### config.mk
export PLATFORM = sky130hd
export DESIGN_NAME = reg_scoreboard
export DESIGN_NICKNAME = d
export VERILOG_FILES = /design/src/rtl/reg_scoreboard.sv
export SDC_FILE = /design/constraint.sdc
export NUM_CORES = 1
export LEC_CHECK = 0
export BUFFER_PORTS_ARGS = -buffer_cell sky130_fd_sc_hd__buf_2
export CAP_MARGIN = 30
export CORE_UTILIZATION = 60
export DETAILED_ROUTE_END_ITERATION = 8
export GPL_TIMING_DRIVEN = 1
export HOLD_SLACK_MARGIN = 0.05
export PLACE_DENSITY = 0.88
export RECOVER_POWER = 25
export SYNTH_ARGS = -nofsm -noshare
export SYNTH_HDL_FRONTEND = slang
export SYNTH_SLANG_ARGS = --single-unit
### constraint.sdc
create_clock -name clk -period 7.6 [get_ports clk]
set_input_delay 1.9 -clock clk [delete_from_list [all_inputs] [get_ports clk]]
set_output_delay 1.9 -clock clk [all_outputs]
set_load 0.02 [all_outputs]
### src/rtl/reg_scoreboard.sv
// reg_scoreboard: tracks register writes that are in flight between ID issue
// and write-back, and raises the ID-stage stall. With forwarding enabled,
// only load-use hazards stall; without forwarding, any pending write to a
// source stalls. A per-register counter at its maximum also stalls a new
// writer to that register.
module reg_scoreboard #(
  parameter int NREG = 16,
  parameter int AW   = 4,
  parameter int CW   = 2
) (
  input  logic            clk,
  input  logic            rst,
  input  logic            forward,
  input  logic            id_valid,
  input  logic [AW-1:0]   id_src1,
  input  logic [AW-1:0]   id_src2,
  input  logic            id_two_src,
  input  logic            id_wb_en,
  input  logic [AW-1:0]   id_dest,
  input  logic            id_mem_read,
  input  logic            wb_wb_en,
  input  logic [AW-1:0]   wb_dest,
  output logic            stall,
  output logic            issue,
  output logic [NREG-1:0] busy,
  output logic            underflow
);

  localparam logic [CW-1:0] CNT_MAX = '1;

  // Gathered copy of every per-register counter, read by the hazard logic.
  logic [NREG-1:0][CW-1:0] cnt_all;
  // Per-register flag: a retire hit a register whose count is already zero.
  logic [NREG-1:0]         uf_hit;

  logic          ex_load_vld_reg;
  logic [AW-1:0] ex_load_dest_reg;
  logic          underflow_reg;

  logic h1_pend, h2_pend, h1_load, h2_load, sat_hit, hazard;

  // Hazard detection uses registered counters only, so a retire in the
  // same cycle as the read does not unblock that cycle.
  always_comb begin
    h1_pend = 1'b0;
    h2_pend = 1'b0;
    h1_load = 1'b0;
    h2_load = 1'b0;
    sat_hit = 1'b0;
    hazard  = 1'b0;

    h1_pend = (cnt_all[id_src1] != '0);
    h2_pend = id_two_src & (cnt_all[id_src2] != '0);
    h1_load = ex_load_vld_reg & (ex_load_dest_reg == id_src1);
    h2_load = id_two_src & ex_load_vld_reg & (ex_load_dest_reg == id_src2);
    sat_hit = id_wb_en & (cnt_all[id_dest] == CNT_MAX);

    if (forward) begin
      hazard = h1_load | h2_load;
    end else begin
      hazard = h1_pend | h2_pend;
    end
  end

  assign stall     = id_valid & (hazard | sat_hit);
  assign issue     = id_valid & ~stall;
  assign underflow = underflow_reg;

  genvar gi;
  generate
    for (gi = 0; gi < NREG; gi++) begin : g_cnt
      logic [CW-1:0] cnt_reg;
      logic          inc;
      logic          dec;

      assign inc         = issue & id_wb_en & (id_dest == AW'(gi));
      assign dec         = wb_wb_en & (wb_dest == AW'(gi));
      assign uf_hit[gi]  = dec & ~inc & (cnt_reg == '0);
      assign busy[gi]    = (cnt_reg != '0);
      assign cnt_all[gi] = cnt_reg;

      // In-flight count for this register: +1 on issue, -1 on retire,
      // hold when both happen together or when a retire finds it empty.
      always_ff @(posedge clk) begin
        if (rst) begin
          cnt_reg <= '0;
        end else if (inc & ~dec) begin
          cnt_reg <= cnt_reg + 1'b1;
        end else if (dec & ~inc & (cnt_reg != '0)) begin
          cnt_reg <= cnt_reg - 1'b1;
        end
      end
    end
  endgenerate

  // Track the load issued last cycle (now in EXE); clears itself unless
  // another load issues on this edge.
  always_ff @(posedge clk) begin
    if (rst) begin
      ex_load_vld_reg  <= 1'b0;
      ex_load_dest_reg <= '0;
    end else begin
      ex_load_vld_reg  <= issue & id_mem_read & id_wb_en;
      if (issue & id_mem_read & id_wb_en) begin
        ex_load_dest_reg <= id_dest;
      end
    end
  end

  // Sticky underflow flag, cleared only by reset.
  always_ff @(posedge clk) begin
    if (rst) begin
      underflow_reg <= 1'b0;
    end else if (|uf_hit) begin
      underflow_reg <= 1'b1;
    end
  end

endmodule

==> run summary, run 1 <==
The HPWL after detailed placement is 6650 µm. Kind of capture point of the worst setup path: an output pin. The remaining global-route overflow is 0. The post-route netlist has 15.7% of its cells at a drive strength greater than 1.

The critical path goes through buf_2, mux4_2, mux2_2, nand3_2, a22o_4, nand4_2, buf_4, and2_1, buf_2. The effective utilization at floorplan came out at 62.6%. The run gives 0 as the number of antenna-violating nets in the routed design. Most common cell after layout, fill and taps aside: dfxtp_1. Power comes to 451 µW. The synthesized design contains 0 enable-type register cells. TritonCTS built the clock tree. The worst path setup slack after routing is 1710 ps, and the number of endpoints with negative hold slack in the final report is 0.

Clock insertion delay at the later pin of the skew report: 300 ps. Data arrives at the worst endpoint at 3990 ps. During synthesis, Yosys emitted a total of 0 warnings.

The min-delay analysis places its worst path in the category flip-flop to flip-flop. The critical path in this run is classified as input port to output pin. The number of global-route vias before repair is 2836. The tools report the max-slew violation count as 0. The first global-routing pass estimated 13800 µm of wire.

The most numerous cell type found on the critical path is buf_2. The horizontal die dimension is 72.2 µm, and the final wirelength is 8810 µm. In the synthesized netlist, the number of instances is 375. The run gives 25.7% as the proportion of synthesized chip area in sequential cells. In this design, the stage delay of the slowest critical-path cell is 550 ps.

The number of levels in the clock H-tree came out at 2. In the layout the commonest cells are dfxtp_1 (38), nor2_1 (37), nor3_1 (32), buf_2 (32). In this run the deepest clock path goes through 2 buffers. Derived from the worst setup path, the maximum achievable clock frequency is 0.170 GHz. The run gives 0.942 as the weighted congestion at the end of routability-driven global placement. Quantity of I/O buffers inserted on ports: 42. The overall die area was 5210 µm²; the reported max-cap violation count was 0.

The number of placement rows is 25, and the clock buffer count from CTS is 5. The synthesized netlist devotes 0% of its cell area to adder and majority cells. The XOR/XNOR share of the synthesized area works out to 2.37%.

The tools report the post-CTS setup-driven buffer insertion count as 0. At the pin with the least slew margin, the transition time is 729 ps. The die is 72.2 µm tall. The area fraction in compound gates after synthesis came out at 26.6%. The worst relative slew slack is 51.4%, and the power per cell area is 139 nW/µm². The largest clock skew in the final design was 5.41 ps; the number of sinks driven by the clock tree was 38.

The number of antenna diodes in the final layout is 0. The cell taking the most area after synthesis is dfxtp_1. After synthesis, the share of flip-flops with an asynchronous set or reset is 0%. The top cell type by area accounts for 25.7% of the synthesized area.

Detailed routing placed a total of 4100 µm of wire on met2. After detailed routing, the average wire length per cell comes to 18.5 µm. The number of nets in the synthesized netlist is 399.

In the routed design, unresolved DRC markers number 0. The worst setup path is launched from an input port. Summing the areas of all and, or, nand and nor instances in the mapped netlist gives 28.5% of the synthesized area.

For the final routed database, the setup TNS stands at 0 ps. Pin placement for this block handled 43 I/O pins. The worst-case IR drop observed on VDD is 85.1 µV.

For this run, the total global-route usage over all layers was measured as 34.4%. Setup repair after global routing left no endpoint under its margin. The post-route met1 wirelength was 3460 µm; the post-place setup slack was 1740 ps. After synthesis, the largest family of logic cells by area is simple AND/OR/NAND/NOR gates. The cell area that synthesis handed to floorplanning was 2960 µm². The area overhead of the layout relative to synthesis is 9.86%, and the sum of met3 wire segment lengths after detailed routing is 883 µm.

Averaged over all synthesized cells, the footprint is 7.88 µm². The highest metal layer with signal wires is met4. The primary flip-flop cell chosen by synthesis mapping is dfxtp_1.

After clock tree synthesis, the clock-pin slew on the worst setup and hold paths is 70 ps. After routing the design area is 3250 µm². The core region is 4720 µm². Yosys mapped the design onto 56 distinct sky130hd cell types. Of the post-synthesis cell area, the part taken by muxes is 10.4%. The routed design could run at a clock period as short as 5890 ps. Clock tree synthesis selected as its root buffer the cell clkbuf_8. The register with the most flip-flops in the layout has 32 of them. The routed layout has 3187 vias. Synthesis inferred 38 register bits. Entering global routing, the biggest net connects 39 pins.

The slowest stage of the critical path belongs to the cell mux4_2. The maximum fanout count along the critical path was 38; the required time at the worst-slack endpoint was 5700 ps. The number of resized instances in the post-cts repair step is 0, and the final worst-path cycle share is 77.5%.

For the final number of setup-violating endpoints, the log shows 0. Initial detailed-routing violation count: 416. The standard cell area after detailed placement was 3150 µm²; the fill cell total of the finished layout was 399. Buffers inserted to repair hold after CTS numbered 0. The number of vias per cell after detailed routing was 6.71. The leakage power summed over all cells is 0.00122 µW.

The initial antenna violation count was 0. The flow ran to the end, and the final reports show no timing, DRC or antenna violations. The logs give 431 for the layout net count and 6 for the iteration count of the initial detailed-routing pass. In the post-synthesis netlist, the biggest area contributors are dfxtp_1 (26%), mux4_2 (7.6%), nor3_1 (5.4%).
## path summary, 6_finish.rpt
| kind | cells past startpoint | startpoint | to | slack, ps |
|---|---|---|---|---|
| max | 9 | id_dest[1] | stall | 1710 |
| min | 2 | g_cnt[12].cnt_reg[1] | g_cnt[12].cnt_reg[1] | 530 |
| max reg2reg | 10 | g_cnt[13].cnt_reg[0] | underflow | 4440 |
| min reg2reg | 2 | g_cnt[12].cnt_reg[1] | g_cnt[12].cnt_reg[1] | 530 |
## through the flow
step | instances | hold WS [ps] | util [%]
floorplan | 375 | 469 | -
global placement | 467 | 499 | 66.7
detailed placement | 467 | 512 | 66.7
CTS | 475 | 526 | 69.0
global route | 475 | 564 | 68.8
finish | 475 | 535 | 68.8
## worst max-delay path, delay by kind of cell
kind	cells	cell delay, ps
compound gates	1	110
buf+inv	3	760
mux	2	830
simple gates	3	370
## per-layer routing
metal / global-route usage [%] / vias up
met2: 56.3 / 217
met4: 15.7 / 0
met3: 6.25 / 42
met5: 0 / -
met1: 44.1 / 1465
li1: - / 1463
## final cells by class
cell class / count / area (µm²) / share of cell area [%]
Clock buffer: 5 / 68.8 / 2.12
Timing Repair Buffer: 43 / 205 / 6.32
Clock inverter: 3 / 40.0 / 1.23
Inverter: 22 / 82.6 / 2.54
Multi-Input combinational cell: 297 / 2010 / 61.8
Sequential cell: 38 / 761 / 23.4
Tap cell: 67 / 83.8 / 2.58
## synth_stat cells (all sizes together), types with 4 or more instances
cell type,instances
o31ai,4
or2,9
clkbuf,9
nand2b,17
xnor2,7
o31a,4
nor2b,4
nand2,15
nor2,38
a211oi,19
o21a,14
nand3,11
dfxtp,38
or3,4
buf,9
nor4,10
mux4,10
inv,22
mux2i,7
a21oi,19
o21ai,26
nor3,32
nor3b,6
## report_power, final
group	leakage (µW)	internal [µW]	switching, µW	total, µW
Clock	0.0000579	96.6	75.4	172
Sequential	0.000307	202	3.12	205
Combinational	0.000860	26.5	48.0	74.5
Total	0.00122	325	126	451
## kinds of logic (layout without fill, tap and decap cells)
kind of cell / count (synthesis) / in the layout
AOI/OAI and AO/OA: 113 / 113
muxes: 18 / 18
DFF: 38 / 38
xor gates and xnor gates: 8 / 8
buffers and inverters: 40 / 73
and+or+nand+nor: 158 / 158
Note: power is estimated with default switching activity, not from simulation.
==> inputs of run 2 (changes only) <==
--- a/config.mk
+++ b/config.mk
@@ -7,11 +7,11 @@
 export LEC_CHECK = 0
 export BUFFER_PORTS_ARGS = -buffer_cell sky130_fd_sc_hd__buf_2
 export CAP_MARGIN = 30
-export CORE_UTILIZATION = 60
+export CORE_UTILIZATION = 58
 export DETAILED_ROUTE_END_ITERATION = 8
 export GPL_TIMING_DRIVEN = 1
 export HOLD_SLACK_MARGIN = 0.05
-export PLACE_DENSITY = 0.88
+export PLACE_DENSITY = 0.86
 export RECOVER_POWER = 25
 export SYNTH_ARGS = -nofsm -noshare
 export SYNTH_HDL_FRONTEND = slang
==> constraint.sdc (replaced) <==
create_clock -name clk -period 5.7 [get_ports clk]
set_input_delay 1.425 -clock clk [delete_from_list [all_inputs] [get_ports clk]]
set_output_delay 1.425 -clock clk [all_outputs]
set_load 0.02 [all_outputs]
==> run 2 against run 1 <==
Net effect: design area unchanged; die area grew 3.4%; sequential cell count unchanged; wire length shrank 0.79%; largest cell class unchanged; clock-buffer cell count is the same; first-iteration DRC count shrank 3.8%; sequential power is 33% higher; largest power group unchanged; critical path type unchanged; hold slack worse by 3.7 ps; global-route usage is 0.37 points lower; register-to-register slack worse by 2000 ps; core utilization shrank 1.3 points.
==> run summary, run 2 (synthesis gave the netlist of run 1 again) <==
The most common cell after layout, fill and taps aside was dfxtp_1 (unchanged). The initial antenna violation count was 0 (unchanged). For the total internal power, the log shows 433 µW (was 325 µW).

The logs give 8.24 ps (was 5.41 ps) for the largest clock skew in the final design and 4820 µm² (was 4720 µm²) for the area of the placeable core. For the sequential fraction of design power, the log shows 45.0% (was 45.4%). The flip-flop count of the largest register, all copies and words added is 32 (unchanged). The first-pass GRT wire length came out at 13800 µm (about the same). Highest-count cells in the layout ignoring fill and taps: dfxtp_1 (38), nor2_1 (37), nor3_1 (32), buf_2 (32) (unchanged). Derived from the worst setup path, the maximum achievable clock frequency is 0.208 GHz. The vertical die dimension came out at 73.4 µm (was 72.2 µm). The initial detailed-routing violation count was 400 (was 416).

Post-CTS setup-driven buffer insertion count: 0 (unchanged). The horizontal die dimension was 73.4 µm (was 72.2 µm); the switching share of power was 28.6% (was 28.0%). The layout net count came out at 431 (unchanged). The tools report the total inserted antenna cells as 0 (unchanged). Worst setup path category: input port to output pin (unchanged). The maximum fanout count along the critical path was 20 (was 38). The final wirelength was 8740 µm (was 8810 µm). The run gives 0 (unchanged) as the number of endpoints with negative hold slack in the final report. The run gives 2 (unchanged) as the number of levels in the clock H-tree. The quantity of I/O buffers inserted on ports is 42 (unchanged), and the HPWL after detailed placement is 6420 µm (was 6650 µm).

The logs give 5390 µm² (was 5210 µm²) for the overall die area and 0 (unchanged) for the final number of setup-violating endpoints. The arrival time at the worst endpoint was 3370 ps (was 3990 ps); the final critical-path required period was 4800 ps. The maximum number of pins on one net before global-route repair came out at 39 (unchanged).

The weighted congestion at the end of routability-driven global placement was 0.963 (was 0.942); the leakage power summed over all cells was 0.00122 µW (unchanged). The kind of capture point of the worst setup path is an output pin (unchanged). The tools report the number of global-route vias before repair as 2764 (was 2836). For the reported max-cap violation count, the log shows 0 (unchanged).

The path type of the worst min-delay path is flip-flop to flip-flop (unchanged). The power share of the clock group was 38.5% (was 38.1%); the number of sinks driven by the clock tree was 38 (unchanged). Setup repair after global routing left no endpoint under its margin.

The logs give 102 µV (was 85.1 µV) for the peak supply drop and 5 (unchanged) for the clock buffer count from CTS. The total global-route track usage was 34.0% (was 34.4%). The number of vias per cell after detailed routing is 6.83 (was 6.71), and the number of placement rows is 25 (unchanged). The tools report the maximum clock insertion buffer count as 2 (unchanged). The logs give 3246 (was 3187) for the detailed-route via count and 0 (unchanged) for the max-slew violation count.

The run gives 43 (unchanged) as the number of top-level pins. The run gives 475 (unchanged) as the final cell count without fillers. TritonCTS built the clock tree.

The clock insertion delay at the later pin of the skew report was 300 ps (about the same). The total instance count after detailed placement is 467 (unchanged). The tools report the iteration count of the initial detailed-routing pass as 8 (was 6). The mean routed wirelength per cell was 18.4 µm (was 18.5 µm); the effective utilization at floorplan was 61.4% (was 62.6%). The DRC violation count after routing is 0 (unchanged).

The final worst-path cycle share is 84.2%, and the number of antenna-violating nets in the routed design is 0 (unchanged). The utilization of the core after routing was 67.4% (was 68.8%); the clock transition at the registers of the reported paths was 70 ps (about the same). The remaining global-route overflow was 0 (unchanged); the area overhead of the layout relative to synthesis was 9.86% (unchanged). The net switching component of the power was 174 µW (was 126 µW). Library cell used as clock root buffer: clkbuf_8 (unchanged).

The worst relative slew slack came out at 53.8% (was 51.4%). The tools report the required time at the worst-slack endpoint as 4280 ps (was 5700 ps). The run gives 16.5% (about the same) as the fraction of power consumed by combinational cells. The number of resized instances in the post-cts repair step is 0 (unchanged), and the standard cell area after detailed placement is 3150 µm² (unchanged).

The setup TNS was 0 ps (unchanged); the power per cell area was 187 nW/µm² (was 139 nW/µm²). The worst hold-check slack was 531 ps (was 535 ps); the transition at the pin with the smallest max-transition slack was 693 ps (was 729 ps). The flow ran to the end, and the final reports show no timing, DRC or antenna violations. The tools report the startpoint kind of the worst setup timing path as an input port (unchanged).

The final standard cell area without fillers was 3250 µm² (unchanged); the fraction of layout cells with a size suffix above 1 was 15.7% (unchanged). The run gives 0 (unchanged) as the number of buffers added to fix hold violations after cts.
-- run 2: cell counts in the layout (fill, tap and decap cells not counted) --
Identical to the previous run, type by type.
-- run 2: final timing paths --
path,start,endpoint,slack (ps),cells after the start
setup / recovery,id_dest[1],stall,900,8
hold reg to reg,g_cnt[6].cnt_reg[1],g_cnt[6].cnt_reg[1],530,2
setup reg to reg,g_cnt[15].cnt_reg[1],underflow,2490,10
hold / removal,g_cnt[6].cnt_reg[1],g_cnt[6].cnt_reg[1],530,2
-- run 2: area by class of cell --
type | count | area [µm²]
clock buffers | 5 | 68.8
clock inverters | 3 | 40.0
fillers | 424 | 1570
inverters | 22 | 82.6
multi-input cells | 297 | 2010
flip-flops and latches | 38 | 761
well taps | 67 | 83.8
repair buffers | 43 | 205
-- run 2: through the flow --
stage	total power (µW)	setup WS, ps
final	607	900
after global routing	626	874
after CTS	606	959
after detailed placement	376	961
after global placement	373	1030
after floorplan	350	995
-- run 2: routing by layer --
| layer | wire length (µm) | up-vias | GRT usage [%] |
|---|---|---|---|
| met5 | 0 | - | 0 |
| met4 | 430 | 0 | 16.2 |
| met1 | 3480 | 1450 | 46.9 |
| met2 | 3730 | 264 | 51.0 |
| met3 | 1100 | 59 | 6.86 |
| li1 | - | 1473 | - |
-- run 2: power by group through the flow --
stage	combinational [µW]	sequential, µW	clock, µW
after floorplan	71.4	279	0
after global placement	94.6	279	0
after detailed placement	97.0	279	0
after global routing	107	273	245
after CTS	97.7	273	235
final	99.9	273	234
-- run 2: worst max-delay path, cell delays in order --
cell and delay [ps]:
buf_2 370, mux4_2 590, mux2_2 300, nand3_2 80, a22o_4 110, nand4_2 150, and2_1 200, buf_2 150
==> inputs of run 3 (changes only) <==
==> constraint.sdc (replaced) <==
create_clock -name clk -period 4.8 [get_ports clk]
set_input_delay 1.2 -clock clk [delete_from_list [all_inputs] [get_ports clk]]
set_output_delay 1.2 -clock clk [all_outputs]
set_load 0.02 [all_outputs]
==> run 3 against run 2 <==
Net effect: wire length fell by 1.5%; worst setup slack got worse by 400 ps; core utilization fell by 0.68 points; highest routed layer unchanged; final cell count fell by 0.21%; critical path depth did not move; critical path type unchanged; global-route usage fell by 0.53 points; hold slack got worse by 7.7 ps; first-iteration DRC count fell by 8.8%; combinational power rose by 19%; non-clock buffer count did not move; design area fell by 1.0%; via count fell by 3.2%.
==> run summary, run 3 (synthesis gave the netlist of run 1 again) <==
The flow ran to the end, and the final reports show no timing, DRC or antenna violations. Setup repair after global routing left no endpoint under its margin. The largest clock skew in the final design was 5.48 ps (was 8.24 ps); the total global-route track usage was 33.5% (was 34.0%).

The logs give 53.3% (was 53.8%) for the worst relative slew slack and 290 ps (was 300 ps) for the clock insertion delay at the later pin of the skew report. The logs give 0.956 (was 0.963) for the weighted congestion at the end of routability-driven global placement and 0 (unchanged) for the remaining global-route overflow. The power per cell area was 203 nW/µm² (was 187 nW/µm²).

The initial detailed-routing violation count was 365 (was 400). The clock transition at the registers of the reported paths works out to 70 ps (about the same). The tools report the kind of capture point of the worst setup path as an output pin (unchanged).

The fill cell total of the finished layout came out at 442 (was 424). The required time at the worst-slack endpoint is 3600 ps (was 4280 ps), and the maximum fanout count along the critical path is 20 (unchanged). The logs give 654 µW (was 607 µW) for the power consumption and 0 (unchanged) for the initial antenna violation count.

Highest-count cells in the layout ignoring fill and taps: dfxtp_1 (38), nor2_1 (37), nor3_1 (32), buf_2 (32) (unchanged). The DRC violation count after routing was 0 (unchanged). The number of levels in the clock H-tree is 2 (unchanged). The final cell count without fillers is 474 (was 475), and the total instance count after detailed placement is 467 (unchanged). The number of top-level pins was 43 (unchanged). For the number of buffers added to fix hold violations after cts, the log shows 0 (unchanged). After layout, the minimum clock period comes to 4300 ps. The final wirelength is 8610 µm (was 8740 µm), and the reported max-cap violation count is 0 (unchanged).

The number of antenna-violating nets in the routed design is 0 (unchanged), and the setup TNS is 0 ps (unchanged). The run gives 3141 (was 3246) as the detailed-route via count. The tools report the overall die area as 5390 µm² (unchanged). The vertical die dimension was 73.4 µm (unchanged). The most common cell after layout, fill and taps aside is dfxtp_1 (unchanged). The number of vias per cell after detailed routing was 6.63 (was 6.83); the first-pass GRT wire length was 13600 µm (was 13800 µm).

The area of the placeable core came out at 4820 µm² (unchanged). The number of global-route vias before repair is 2820 (was 2764). The logs give 0 (unchanged) for the max-slew violation count and 0 (unchanged) for the total inserted antenna cells. For the number of endpoints with negative hold slack in the final report, the log shows 0 (unchanged). The peak supply drop is 167 µV (was 102 µV), and the maximum clock frequency is 0.233 GHz. The tools report the maximum number of pins on one net before global-route repair as 39 (unchanged).

The path type of the worst min-delay path was flip-flop to flip-flop (unchanged). The area overhead of the layout relative to synthesis was 8.76% (was 9.86%); the post-CTS setup-driven buffer insertion count was 0 (unchanged). The HPWL after detailed placement is 6600 µm (was 6420 µm).

In the finished design, the share of the clock period the worst path needs comes to 89.5%. Worst setup path category: input port to output pin (unchanged). The number of resized instances in the post-cts repair step was 0 (unchanged).

For the leakage power summed over all cells, the log shows 0.00120 µW (was 0.00122 µW). The mean routed wirelength per cell was 18.2 µm (was 18.4 µm); the number of sinks driven by the clock tree was 38 (unchanged). The maximum clock insertion buffer count is 2 (unchanged).

Horizontal die dimension: 73.4 µm (unchanged). The tools report the startpoint kind of the worst setup timing path as an input port (unchanged). The transition at the pin with the smallest max-transition slack is 701 ps (was 693 ps). The run gives 25 (unchanged) as the number of placement rows. TritonCTS built the clock tree. The arrival time at the worst endpoint is 3100 ps (was 3370 ps), and the quantity of I/O buffers inserted on ports is 42 (unchanged).

The final number of setup-violating endpoints was 0 (unchanged); the clock buffer count from CTS was 5 (unchanged). For the iteration count of the initial detailed-routing pass, the log shows 6 (was 8). The tools report the effective utilization at floorplan as 61.4% (unchanged). The flip-flop count of the largest register, all copies and words added works out to 32 (unchanged). The layout net count came out at 431 (unchanged). Library cell used as clock root buffer: clkbuf_8 (unchanged). The fraction of layout cells with a size suffix above 1 works out to 15.0% (was 15.7%).
run 3: changes by cell type in the layout (fill, tap and decap cells not counted):
cell,previous run,this run
clkinv_2,2,0
clkbuf_1,10,12
bufinv_16,1,0
run 3: final cells by class:
type,instances,area (µm²),share of cell area [%]
Clock buffer,7,76.3,2.37
Inverter,22,82.6,2.57
Multi-Input combinational cell,297,2010,62.4
Sequential cell,38,761,23.7
Tap cell,67,83.8,2.61
Timing Repair Buffer,43,205,6.38
run 3: through the flow:
| stage | hold WS [ps] | cell area, µm² | worst slack, ps | utilization, % |
|---|---|---|---|---|
| finish | 523 | 3220 | 502 | 66.8 |
| global route | 544 | 3220 | 441 | 66.8 |
| CTS | 527 | 3230 | 519 | 67.0 |
| detailed placement | 517 | 3150 | 519 | 65.4 |
| global placement | 506 | 3150 | 563 | 65.4 |
| floorplan | 469 | 2960 | 545 | - |
run 3: critical path, cell delays in order:
cell and delay, ps:
buf_2 360, mux4_2 560, mux2_2 280, nand3_2 80, a22o_4 110, nand4_2 150, and2_1 200, buf_2 150
run 3: worst paths after layout:
check	start	end	slack [ps]	depth (start not counted)
worst min-delay path	g_cnt[6].cnt_reg[1]	g_cnt[6].cnt_reg[1]	520	2
worst max-delay path	id_dest[1]	stall	500	8
worst max register to register	g_cnt[15].cnt_reg[1]	underflow	1610	10
worst min register to register	g_cnt[6].cnt_reg[1]	g_cnt[6].cnt_reg[1]	520	2
run 3: where the power goes:
part | internal, µW | switching, µW | total [µW] | leakage [µW]
combinational | 42.0 | 76.8 | 119 | 0.000860
sequential | 319 | 5.05 | 324 | 0.000307
clock | 100 | 111 | 211 | 0.0000383
total | 461 | 193 | 654 | 0.00120
run 3: per-layer routing:
layer	GRT usage, %	part of all wire [%]	vias up
li1	-	-	1472
met1	43.8	43	1448
met2	53.4	44	193
met3	7.27	10	28
met4	14.1	2.9	0
met5	0	0	-
